==> src/rtl/cla_nibble_serial_adder.sv <==
`timescale 1ns/1ps
// cla_nibble_serial_adder
//   Multi-cycle WIDTH-bit adder/subtractor. One 4-bit carry-lookahead slice
//   is stepped across the operands one nibble per cycle, least significant
//   nibble first. A registered carry links each nibble to the next.
//
// Ports
//   clk     rising-edge clock
//   reset   asynchronous, active-high reset
//   start   request pulse, accepted in IDLE or DONE
//   op_sub  0: a_in + b_in + cin_in, 1: a_in - b_in (sampled with start)
//   a_in    operand A (sampled with start)
//   b_in    operand B (sampled with start)
//   cin_in  carry-in for add, ignored for subtract (sampled with start)
//   busy    high while the slice is stepping (NIB cycles)
//   done    one-cycle pulse when sum/flags are updated
//   sum     registered result, modulo 2^WIDTH
//   cout    carry out of the MSB (subtract: 1 = no borrow)
//   ovf     signed overflow
//   zero    sum == 0
module cla_nibble_serial_adder #(
  parameter int WIDTH = 16
) (
  input  logic             clk,
  input  logic             reset,
  input  logic             start,
  input  logic             op_sub,
  input  logic [WIDTH-1:0] a_in,
  input  logic [WIDTH-1:0] b_in,
  input  logic             cin_in,
  output logic             busy,
  output logic             done,
  output logic [WIDTH-1:0] sum,
  output logic             cout,
  output logic             ovf,
  output logic             zero
);

  localparam int NIB = WIDTH / 4;
  localparam int IW  = $clog2(NIB);
  localparam logic [IW-1:0] LAST = IW'(NIB - 1);

  // 4-bit carry-lookahead slice. Returns {c3, c2, s[3:0]}; c2 is kept so the
  // final nibble can derive signed overflow (carry into MSB vs carry out).
  function automatic logic [5:0] cla4(input logic [3:0] a,
                                      input logic [3:0] b,
                                      input logic       cin);
    logic [3:0] p, g, s;
    logic       c0, c1, c2, c3;
    p  = a ^ b;
    g  = a & b;
    c0 = g[0] | (p[0] & cin);
    c1 = g[1] | (p[1] & g[0]) | (p[1] & p[0] & cin);
    c2 = g[2] | (p[2] & g[1]) | (p[2] & p[1] & g[0]) | (p[2] & p[1] & p[0] & cin);
    c3 = g[3] | (p[3] & g[2]) | (p[3] & p[2] & g[1]) | (p[3] & p[2] & p[1] & g[0])
       | (p[3] & p[2] & p[1] & p[0] & cin);
    s  = p ^ {c2, c1, c0, cin};
    return {c3, c2, s};
  endfunction

  typedef enum logic [1:0] {IDLE, RUN, DONE} state_t;

  state_t           state;
  logic [IW-1:0]    idx;
  logic [WIDTH-1:0] a_r;
  logic [WIDTH-1:0] b_r;
  logic [WIDTH-1:0] res_r;
  logic             c_r;
  logic [5:0]       slice;
  logic [WIDTH-1:0] final_sum;

  assign slice = cla4(a_r[{idx, 2'b00} +: 4], b_r[{idx, 2'b00} +: 4], c_r);

  // The last nibble goes straight into the result register together with the
  // lower nibbles already held in the shadow.
  always_comb begin
    final_sum               = res_r;
    final_sum[WIDTH-1 -: 4] = slice[3:0];
  end

  always_ff @(posedge clk or posedge reset) begin
    if (reset) begin
      state <= IDLE;
      idx   <= '0;
      a_r   <= '0;
      b_r   <= '0;
      c_r   <= 1'b0;
      res_r <= '0;
      busy  <= 1'b0;
      done  <= 1'b0;
      sum   <= '0;
      cout  <= 1'b0;
      ovf   <= 1'b0;
      zero  <= 1'b0;
    end else begin
      case (state)
        IDLE, DONE: begin
          done <= 1'b0;
          if (start) begin
            // Subtract is A + ~B + 1.
            a_r   <= a_in;
            b_r   <= op_sub ? ~b_in : b_in;
            c_r   <= op_sub ? 1'b1 : cin_in;
            idx   <= '0;
            busy  <= 1'b1;
            state <= RUN;
          end else begin
            state <= IDLE;
          end
        end
        RUN: begin
          res_r[{idx, 2'b00} +: 4] <= slice[3:0];
          c_r                      <= slice[5];
          if (idx == LAST) begin
            sum   <= final_sum;
            cout  <= slice[5];
            ovf   <= slice[5] ^ slice[4];
            zero  <= (final_sum == '0);
            done  <= 1'b1;
            busy  <= 1'b0;
            state <= DONE;
          end else begin
            idx <= idx + 1'b1;
          end
        end
        default: begin
          busy  <= 1'b0;
          done  <= 1'b0;
          state <= IDLE;
        end
      endcase
    end
  end

endmodule

==> config.mk <==
export PLATFORM = sky130hd
export DESIGN_NAME = cla_nibble_serial_adder
export DESIGN_NICKNAME = d
export VERILOG_FILES = /design/src/rtl/cla_nibble_serial_adder.sv
export SDC_FILE = /design/constraint.sdc
export NUM_CORES = 1
export LEC_CHECK = 0
export BUFFER_PORTS_ARGS = -buffer_cell sky130_fd_sc_hd__clkbuf_2
export CAP_MARGIN = 20
export CORE_ASPECT_RATIO = 1.2
export CORE_MARGIN = 10
export CORE_UTILIZATION = 50
export DETAILED_ROUTE_END_ITERATION = 6
export PLACE_DENSITY = 0.76
export SYNTH_ARGS = -nofsm -noshare
export SYNTH_HDL_FRONTEND = slang
export SYNTH_SLANG_ARGS = --single-unit
==> constraint.sdc <==
create_clock -name clk -period 2.26 [get_ports clk]
set_input_delay 0.226 -clock clk [delete_from_list [all_inputs] [get_ports clk]]
set_output_delay 0.226 -clock clk [all_outputs]
set_load 0.05 [all_outputs]
==> flow_metrics.env <==
export IMPL_antenna_found_initial=0
export IMPL_dr_total_vias=2167
export IMPL_avgViaCountPerCell=5.21
export IMPL_syn2layout_area_growth_pct=26.9
export IMPL_synth_async_sr_flop_share=1.00
export IMPL_start_util=0.521
export IMPL_fp_dieH_um=108
export IMPL_core_sq_mm=0.00613
export IMPL_grt_pass1_wl_um=11300
export IMPL_comb_power_share=0.551
export IMPL_yosysWarnings=0
export IMPL_critPathTopFamily="compound AO/OA/AOI/OAI gates"
export IMPL_min_period_over_period=1.06
export IMPL_cts_root_buf="clkbuf_8"
export IMPL_synthFlopType="dfrtp_1"
export IMPL_grt_ovfl_total=0
export IMPL_insertion_delay_ns=0.35
export IMPL_cts_sinks=69
export IMPL_synth_edf_count=0
export IMPL_finalHoldViolations=0
export IMPL_hp_class="primary input to flop"
export IMPL_cp_cell_sequence="buf_12, mux4_2, ha_4, a211o_1, a21o_1, a22oi_4, mux2_4"
export IMPL_status="finished with violations"
export IMPL_slowest_delay_ns=0.56
export IMPL_cts_made_buffers=9
export IMPL_r2r_slack_ns=-0.13
export IMPL_rows=31
export IMPL_p_per_area_mw_per_mm2=1830
export IMPL_place_hpwl_um=5040
export IMPL_syn_area_per_cell_sq_um=12.6
export IMPL_cp_start_kind="flop"
export IMPL_io_pins=58
export IMPL_fin_setup_tns_ns=-0.748
export IMPL_power_switching_w=0.00307
export IMPL_drive_above_1_share=0.443
export IMPL_wl_um=6760
export IMPL_cp_slowest_cell="mux4_2"
export IMPL_clkTransAtPathRegs_ns=0.07
export IMPL_syn_inst=253
export IMPL_crit_fanout=8
export IMPL_peakVddDrop_uv=1100
export IMPL_yosysSeqAreaShare=0.541
export IMPL_cp_buffers_inverters=1
export IMPL_antenna_left=0
export IMPL_synth_net_count=301
export IMPL_mappedNetlistArea_sq_mm=0.00319
export IMPL_cap_violations=0
export IMPL_cts_tree="done"
export IMPL_die_area_sq_mm=0.0100
export IMPL_final_area_sq_mm=0.00406
export IMPL_endpoint_kind="flop"
export IMPL_track_usage=0.143
export IMPL_clock_path_buffers=2
export IMPL_worst_slack_ns=-0.126
export IMPL_place_port_buffers=57
export IMPL_setup_viol=11
export IMPL_synth_cell_type_count=34
export IMPL_fmax_ghz=0.419
export IMPL_tightest_slew_ns=0.639
export IMPL_final_max_slew_viol_count=0
export IMPL_rr_worst_depth=7
export IMPL_detail_route_wl_per_cell_um=16.2
export IMPL_clock_skew_final_ns=0.00716
export IMPL_drc=0
export IMPL_pwr_share_clk=0.161
export IMPL_grt_max_degree=41
export IMPL_min_path_cells=2
export IMPL_grt_pass1_vias=2393
export IMPL_fin_crit_ns=2.39
export IMPL_fin_hold_ws_ns=0.105
export IMPL_sw_frac_of_total=0.413
export IMPL_power_frac_seq=0.288
export IMPL_fill_cells=484
export IMPL_rsz0062_at_grt="true"
export IMPL_nNetsFinal=377
export IMPL_leakage_nw=1.95
export IMPL_gp_congestion=0.808
export IMPL_violations="negative setup slack"
export IMPL_die_w_um=93.0
export IMPL_worstSetupPathType="flop to flop"
export IMPL_drt_iter0_markers=68
export IMPL_synth_seq_cells=69
export IMPL_h_tree_depth=3
export IMPL_critPathRequiredTime_ns=2.56
export IMPL_slew_headroom=0.573
export IMPL_diodes=0
export IMPL_p_int_w=0.00435
export IMPL_crit_cells=7
export IMPL_worstPathArrival_ns=2.68
export IMPL_dr_pass1_iters=4
export IMPL_placed_area_sq_mm=0.00367
cell usage after synthesis, types with 5 or more instances:
library cell	instances	area share
clkbuf_1	5	0.0059
mux4_2	8	0.056
mux2_2	31	0.11
dfrtp_1	69	0.54
a22o_1	7	0.019
nor2_1	6	0.0071
xnor2_1	18	0.049
o21ai_0	22	0.034
inv_1	6	0.0071
ha_1	10	0.039
nand2_1	33	0.039
buf_2	5	0.0078
final cells by class:
type	instances	area, sq um	area share
Sequential cell	69	1730	0.426
Clock inverter	3	65.1	0.0160
Tap cell	82	103	0.0253
Clock buffer	13	179	0.0441
Inverter	6	22.5	0.00555
Timing Repair Buffer	77	463	0.114
Multi-Input combinational cell	166	1500	0.369
sequential cells by signal, summed over array words and instances (netlist names), 2 cells and up:
register  flops
res_r        12
sum          16
b_r          16
a_r          16
idx           2
worst paths after layout:
kind                                    start             endpoint
setup / recovery           idx[0]$_DFFE_PP0P_  sum[15]$_DFFE_PP0P_
hold / removal                       a_in[10]  a_r[10]$_DFFE_PP0P_
setup reg to reg           idx[0]$_DFFE_PP0P_  sum[15]$_DFFE_PP0P_
hold reg to reg              busy$_DFFE_PP0P_     busy$_DFFE_PP0P_
max in group asynchronous               reset  b_r[10]$_DFFE_PP0P_
min in group asynchronous               reset   sum[2]$_DFFE_PP0P_
power by group through the flow:
| stage | clock (W) | sequential [W] | combinational, W |
|---|---|---|---|
| after floorplan | 0 | 0.00251 | 0.00218 |
| after global placement | 0 | 0.00214 | 0.00359 |
| after detailed placement | 0 | 0.00216 | 0.00367 |
| after CTS | 0.00122 | 0.00214 | 0.00385 |
| after global routing | 0.00127 | 0.00221 | 0.00445 |
| final | 0.00119 | 0.00214 | 0.00409 |
kinds of logic after synthesis:
group           Yosys count  synth area share
xor+xnor                 18            0.0494
mux                      40             0.169
flops                    69             0.541
compound gates           45            0.0968
simple gates             52            0.0736
buf+inv                  18            0.0255
fa+ha+maj                11            0.0454
cells in the final DEF, fill, tap and decap left out, types with 2 or more instances in the layout:
master     instances
dfrtp_1           69
clkbuf_2          57
nand2_1           32
mux2_2            29
o21ai_0           21
xnor2_1           18
buf_4             17
clkbuf_8          13
mux4_2             8
a22o_1             7
ha_1               7
nor2_1             6
inv_1              5
nand3_1            4
ha_4               3
a21o_1             2
mux2_4             2
nand2b_1           2
o21ai_1            2
o31ai_4            2
bufinv_16          2
buf_12             2
stage by stage:
step	power, W	instances	setup slack (ns)	util
floorplan	0.00470	253	-0.0290	-
global placement	0.00573	394	-0.0844	0.599
detailed placement	0.00583	394	-0.131	0.599
CTS	0.00721	412	-0.132	0.648
global route	0.00793	416	-0.181	0.662
finish	0.00742	416	-0.126	0.662
routing by layer:
metal  track usage  share of wire  up-vias  wire, um
li1              -              -     1050         -
met1         0.162           0.42     1046      2820
met2         0.238           0.50       56      3400
met3        0.0419          0.052       15       350
met4        0.0762          0.026        0       179
met5             0              0        -         0
repair_timing:
| item | CTS | global route |
|---|---|---|
| setup endpoints to repair | 10 | 16 |
| setup buffers | 1 | 4 |
| endpoints found under the hold margin | 29 | 0 |
| pin swaps | 4 | 9 |
| resized for setup | 6 | 8 |
| hold buffers | 1 | 0 |
Note: power is estimated with default switching activity, not from simulation.
